<file path="src/rtl/vec_ldst_seq.sv">
// rtl/vec_ldst_seq.sv - vector load/store sequencer moving one vector element per cycle between memory and the VRF serial port
// Optional feature macro: VLS_STRIDE_EN (adds Stride input for strided addressing).
module vec_ldst_seq #(
    parameter int ELEMS = 16,
    parameter int DW    = 16,
    parameter int AW    = 16
) (
    input  logic                          Clk1,
    input  logic                          Reset,
    input  logic                          Start,
    input  logic                          Op,
    input  logic [AW-1:0]                 BaseAddr,
    input  logic [2:0]                    VRegSel,
`ifdef VLS_STRIDE_EN
    input  logic [AW-1:0]                 Stride,
`endif
    output logic                          Busy,
    output logic                          Done,
    output logic [AW-1:0]                 MemAddr,
    output logic                          MemRD,
    output logic                          MemWR,
    output logic [DW-1:0]                 MemDataOut,
    input  logic [DW-1:0]                 MemDataIn,
    output logic [2:0]                    VAddr,
    output logic [$clog2(ELEMS)-1:0]      VElem,
    output logic                          VWR_s,
    output logic                          VRD_s,
    output logic [DW-1:0]                 VDataOut_s,
    input  logic [DW-1:0]                 VDataIn_s
);

    localparam int IW = $clog2(ELEMS);
    localparam logic [IW-1:0] LAST = IW'(ELEMS - 1);

    localparam logic [1:0] S_IDLE  = 2'd0;
    localparam logic [1:0] S_ISSUE = 2'd1;
    localparam logic [1:0] S_DRAIN = 2'd2;
    localparam logic [1:0] S_DONE  = 2'd3;

    logic [1:0]    state;
    logic          op;
    logic [AW-1:0] addr;
    logic [AW-1:0] prev_addr;
    logic [2:0]    vreg;
    logic [IW-1:0] idx;
    logic [AW-1:0] stride;

`ifndef VLS_STRIDE_EN
    assign stride = AW'(1);
`endif

    // addr tracks the element being issued; prev_addr trails it by one for the write-back half
    always_ff @(posedge Clk1 or posedge Reset) begin
        if (Reset) begin
            state     <= S_IDLE;
            op        <= 1'b0;
            addr      <= '0;
            prev_addr <= '0;
            vreg      <= '0;
            idx       <= '0;
`ifdef VLS_STRIDE_EN
            stride    <= '0;
`endif
        end else begin
            case (state)
                S_IDLE: begin
                    if (Start) begin
                        op     <= Op;
                        addr   <= BaseAddr;
                        vreg   <= VRegSel;
                        idx    <= '0;
`ifdef VLS_STRIDE_EN
                        stride <= Stride;
`endif
                        state  <= S_ISSUE;
                    end
                end
                S_ISSUE: begin
                    prev_addr <= addr;
                    addr      <= addr + stride;
                    if (idx == LAST) begin
                        state <= S_DRAIN;
                    end else begin
                        idx <= idx + IW'(1);
                    end
                end
                S_DRAIN: state <= S_DONE;
                S_DONE:  state <= S_IDLE;
                default: state <= S_IDLE;
            endcase
        end
    end

    logic          issuing;
    logic          has_prev;
    logic [IW-1:0] wr_elem;

    // Strobes and data are decoded from state so a reset removes them immediately
    always_comb begin
        issuing    = (state == S_ISSUE);
        has_prev   = (issuing && idx != '0) || (state == S_DRAIN);
        wr_elem    = (state == S_DRAIN) ? idx : idx - IW'(1);
        Busy       = issuing || (state == S_DRAIN);
        Done       = (state == S_DONE);
        VAddr      = vreg;
        MemRD      = issuing && !op;
        VRD_s      = issuing && op;
        VWR_s      = has_prev && !op;
        MemWR      = has_prev && op;
        MemAddr    = '0;
        MemDataOut = '0;
        VElem      = '0;
        VDataOut_s = '0;
        if (MemRD) begin
            MemAddr = addr;
        end else if (MemWR) begin
            MemAddr    = prev_addr;
            MemDataOut = VDataIn_s;
        end
        if (VWR_s) begin
            VElem      = wr_elem;
            VDataOut_s = MemDataIn;
        end else if (VRD_s) begin
            VElem = idx;
        end
    end

endmodule

</file>
<file path="config.mk">
export PLATFORM = sky130hd
export DESIGN_NAME = vec_ldst_seq
export DESIGN_NICKNAME = d
export VERILOG_FILES = /design/src/rtl/vec_ldst_seq.sv
export SDC_FILE = /design/constraint.sdc
export NUM_CORES = 1
export LEC_CHECK = 0
export BUFFER_PORTS_ARGS = -buffer_cell sky130_fd_sc_hd__buf_4
export CORE_MARGIN = 2
export CORE_UTILIZATION = 53
export DETAILED_ROUTE_END_ITERATION = 16
export PLACE_DENSITY = 0.86
export SLEW_MARGIN = 25
export SYNTH_ARGS = -nofsm -noshare
export SYNTH_HDL_FRONTEND = slang
export SYNTH_SLANG_ARGS = --single-unit
export TNS_END_PERCENT = 1
</file>
<file path="constraint.sdc">
create_clock -name Clk1 -period 4.12 [get_ports Clk1]
set_input_delay 0.412 -clock Clk1 [delete_from_list [all_inputs] [get_ports Clk1]]
set_output_delay 0.412 -clock Clk1 [all_outputs]
set_load 0.01 [all_outputs]
</file>
# Yosys cells after proc, flatten, opt, wreduce, memory -nomap -nowiden
# Cells that the tools add are included.
[totals]
ram_bits = 0
reg_bits = 42
inputBits = 55
latchBits = 0
out_inout_bits = 61
mem_count = 0
romBits = 0
[op_classes]
bitwise_logic = 0
n_shift = 0
reduce_logical = 15
n_eq_ne = 7
n_mul = 0
n_lt_le_gt_ge = 0
add_sub_neg = 3
mux = 16
div = 0
[ops]
columns = ["operator", "count"]
rows = [
  ["$mux W16", 6],
  ["$pmux W16 S2", 1],
  ["$mux W4", 5],
  ["$add A16 B1 Y16 const B", 1],
  ["$pmux W2 S4", 1],
  ["$pmux W4 S2", 1],
  ["$reduce_and A2 Y1", 3],
  ["$logic_and A1 B1 Y1", 5],
  ["$add A4 B1 Y4 const B", 1],
  ["$eq A2 B2 Y1 const B", 2],
  ["$eq A4 B4 Y1 const B", 1],
  ["$mux W2", 2],
  ["$ne A2 B2 Y1 const B", 2],
  ["$reduce_bool A4 Y1", 1],
  ["$sub A4 B1 Y4 const B", 1],
  ["$reduce_and A3 Y1", 1],
  ["$eq A2 B1 Y1 const B", 1],
  ["$logic_not A2 Y1", 1],
  ["$logic_or A1 B1 Y1", 2],
  ["$ne A2 B1 Y1 const B", 1],
  ["$reduce_bool A2 Y1", 1],
  ["$logic_not A1 Y1", 1],
]

# Depth between registers and ports, before layout
[logic_depth]
word_depth = 6
ltp_mapped = 8

# Least setup slack after synthesis
# No wires, ideal clock.
[synth_path]
path_type = "flip-flop to output port"
startpoint = "register state[1]"
endpoint = "output port VElem[1]"
path_stages_with_launch = 9
arrival_ps = 1540
slack_ps = 2168
n_path_buf = 2
t_required_ps = 3708
path_cell_list = "dfrtp_1 > inv_1 > ha_1 > buf_2 > inv_2 > nor2_2 > buf_4 > o211ai_1 > nand2_1"
[synth_between]
elab_chain_len = 5
word_cells_on_any_way = 9
classes_between = "eq/ne: 2; mux: 3; reduce/logical: 4"
[synth_lines]
columns = ["item", "line_no", "source"]
rows = [
  ["from (decl)", "40", "logic [1:0] state;"],
  ["from (signal assigned)", "55", "state <= S_IDLE;"],
  ["from (signal assigned)", "75", "state <= S_ISSUE;"],
  ["from (signal assigned)", "82", "state <= S_DRAIN;"],
  ["$eq A2 B1 Y1", "100", "issuing = (state == S_ISSUE);"],
  ["$logic_and A1 B1 Y1", "101", "has_prev = (issuing && idx != '0) || (state == S_DRAIN);"],
  ["$logic_or A1 B1 Y1", "101", ""],
  ["$logic_and A1 B1 Y1", "108", "VWR_s = has_prev && !op;"],
  ["$mux W4 *", "120", "if (VWR_s) begin"],
  ["to (decl)", "25", "output logic [$clog2(ELEMS)-1:0] VElem,"],
]
# Mark *: on every way between the ends. The rest lies on a longest branch, timed or not.

# Final worst setup path
# Ends and elaborated chain as after synthesis.

==> results.py <==
metrics = {
    "place": {
        "place_congestion": 0.751,
        "portBuffers": 115,
        "place_area_um2": 3760,
        "dp_hpwl_um": 5270,
        "post-place-cells": 470,
    },
    "route": {
        "totalWireLength_um": 7290,
        "remaining_drc_errors": 0,
        "dr.pass1.iters": 5,
        "num_vias": 2694,
        "drtAntennaViolNets": 0,
        "wl_per_cell_um": 15.3,
        "viasPerCell": 5.65,
        "drt-initial-drc-count": 215,
    },
    "global_route": {
        "antenna_found_initial": 0,
        "gr-total-overflow": 0,
        "grt_max_degree": 43,
        "first_global_vias": 2486,
        "grt_pass1_wl_um": 11900,
        "grt_usage": 0.240,
    },
    "cts": {
        "clk_latency_ns": 0.29,
        "cts_tree": "built",
        "clock_path_buffers": 2,
        "clock-sinks": 42,
        "clkTransAtPathRegs_ns": 0.08,
        "post_cts_resized": 0,
        "root_buffer": "clkbuf_8",
        "postCtsSetupBuffers": 0,
        "cts.htree.levels": 2,
        "hold_buffers": 0,
        "cts_buffers": 5,
    },
    "layout": {
        "insertedDiodeCount": 0,
        "fillers": 418,
        "design_area_um2": 3840,
        "finalNonFillerCells": 477,
        "syn2layout_area_growth_pct": 30.0,
        "fin_nets": 468,
        "drive_gt1_frac": 0.407,
    },
    "critical_path": {
        "r2r_cells": 5,
        "critical_path.max_stage_delay_ns": 0.67,
        "cp.required_ns": 3.71,
        "crit_type": "flop to output port",
        "critPathMaxFanout": 18,
        "worst-path-stages": 7,
        "crit_arrival_ns": 2.53,
        "path_cells": "inv_1, ha_2, inv_2, nor2_2, o211ai_1, nand2_1, buf_4",
        "cpLargestDelayFamily": "simple AND/OR/NAND/NOR gates",
        "endpoint_kind": "output port",
        "critPathLaunchType": "flop",
        "crit_buf_inv": 3,
        "cpMaxStageDelayCell": "nor2_2",
    },
    "timing": {
        "fmax_mhz": 340,
        "relSlewSlack": 0.304,
        "clock-skew-final_ns": 0.00540,
        "fin_hold_ws_ns": 0.241,
        "tns_ns": 0,
        "period_share": 0.715,
        "hold_violations": 0,
        "setup_viol": 0,
        "worst_pin_slew_ns": 1.04,
        "min_period_ns": 2.94,
        "rsz0062_at_grt": "false",
        "slew_violations": 0,
    },
    "power": {
        "power_frac_seq": 0.290,
        "powerDensity_nw_per_um2": 774,
        "power_frac_clock": 0.084,
        "combPwrFrac": 0.625,
        "peakVddDrop_uv": 424,
        "switching_share": 0.448,
        "p_leak_nw": 1.75,
        "total_power_mw": 2.98,
        "p_switching_mw": 1.33,
        "p_int_mw": 1.64,
    },
    "synthesis": {
        "ys.flop_type": "dfrtp_1",
        "synth-seq-area-share": 0.355,
        "syn-cell-area_um2": 2960,
        "synth-seq-cells": 42,
        "syn-num-nets": 374,
        "synth_edf_count": 0,
        "synthCells": 311,
        "synth_cell_types": 49,
        "avgSynthCellArea_um2": 9.51,
        "synth.yosys.warnings": 0,
        "async_flop_share": 1.00,
    },
    "die": {
        "die-area_um2": 6190,
        "io_pins": 116,
        "coreArea_um2": 5440,
        "fp.dieH_um": 78.7,
        "start_util": 0.544,
        "fp.dieW_um": 78.7,
        "fp-row-count": 27,
    },
    "job": {
        "cap_violations": 0,
    },
    "hold_path": {
        "hp-class": "input pin to asynchronous set/reset pin",
    },
    "run_status": {
        "status": "finished, final reports clean",
    },
}
-- logic make-up (layout without fill, tap and decap cells) --
kind of cell,after synthesis,after routing,share of synthesized area
flip-flops,42,42,0.355
adder cells (fa/ha/maj),8,8,0.0338
buffers and inverters,42,136,0.0719
AND/OR/NAND/NOR,103,103,0.224
AO/OA/AOI/OAI,87,87,0.209
multiplexers,29,29,0.107
-- synthesized netlist by cell type (2+ instances only) --
cell type,count,area [um2]
mux2i_1,9,90.1
o21ai_0,14,70.1
o31ai_1,2,15.0
inv_1,10,37.5
and2_1,33,206
buf_4,6,45.0
nand4_4,2,42.5
nor2_1,11,41.3
ha_1,8,100
nor4_2,2,25.0
a21oi_1,14,70.1
nand2_1,17,63.8
a22o_1,19,166
nand2b_1,5,31.3
o211ai_1,3,22.5
clkbuf_2,2,10.0
mux2_2,20,225
buf_2,18,90.1
nor3_2,2,20.0
o21ai_2,2,17.5
o22a_1,9,78.8
nand3_1,13,65.1
dfrtp_1,42,1050
o22ai_1,15,93.8
nor4_4,2,42.5
clkbuf_1,3,11.3
nand4_1,3,18.8
nor3_1,4,20.0
-- power groups by stage --
stage                     Combinational [mW]  Sequential, mW  Clock (mW)
final                                   1.86           0.865       0.251
after global routing                    2.04           0.904       0.273
after CTS                               1.88           0.863       0.261
after detailed placement                1.87           0.873           0
after global placement                  1.81           0.855           0
after floorplan                         1.43           0.718           0
-- through the flow --
| stage | setup slack (ns) | utilization |
|---|---|---|
| floorplan | 2.17 | - |
| global placement | 1.54 | 0.692 |
| detailed placement | 1.45 | 0.692 |
| CTS | 1.12 | 0.707 |
| global route | 0.948 | 0.707 |
| finish | 1.18 | 0.707 |
-- registers in the layout, summed over array words and instances, names as in the netlist --
register / count
prev_addr: 16
VAddr: 3
op: 1
state: 2
idx: 4
addr: 16
-- final timing paths --
kind	startpoint	end	slack, ns
max in group asynchronous	Reset	prev_addr[14]	3.49
max	state[1]	VElem[1]	1.18
min reg2reg	prev_addr[6]	prev_addr[6]	0.51
max reg2reg	state[0]	idx[1]	1.39
min	Reset	VAddr[0]	0.24
min in group Clk1	VRegSel[0]	VAddr[0]	0.35
-- routing by layer --
layer  part of all wire  track usage  vias to the layer above
li1                   -            -                     1311
met1               0.40        0.305                     1263
met2               0.50        0.403                      112
met3              0.083       0.0568                        8
met4              0.013       0.0789                        0
met5                  0            0                        -
-- final cells by class --
type / instances / area [um2] / area share
Multi-Input combinational cell: 227 / 1700 / 0.441
Clock inverter: 1 / 7.51 / 0.00195
Timing Repair Buffer: 118 / 886 / 0.230
Clock buffer: 6 / 72.6 / 0.0189
Inverter: 11 / 41.3 / 0.0107
Tap cell: 72 / 90.1 / 0.0234
Sequential cell: 42 / 1050 / 0.273
-- tightest hold or removal path: stages --
cell,delay (ns)
buf_4,0.11
inv_1,0.04
buf_4,0.43
-- layout by cell type (no fill, tap or decap), drive strengths merged, types with 12 or more instances in the layout --
cell | netlist | final
buf | 26 | 118
dfrtp | 42 | 42
and2 | 33 | 33
mux2 | 20 | 20
a22o | 20 | 20
nand2 | 17 | 17
o21ai | 17 | 17
o22ai | 15 | 15
a21oi | 15 | 15
nand3 | 14 | 14
nor2 | 12 | 12
Power figures use the tool's default switching activity.
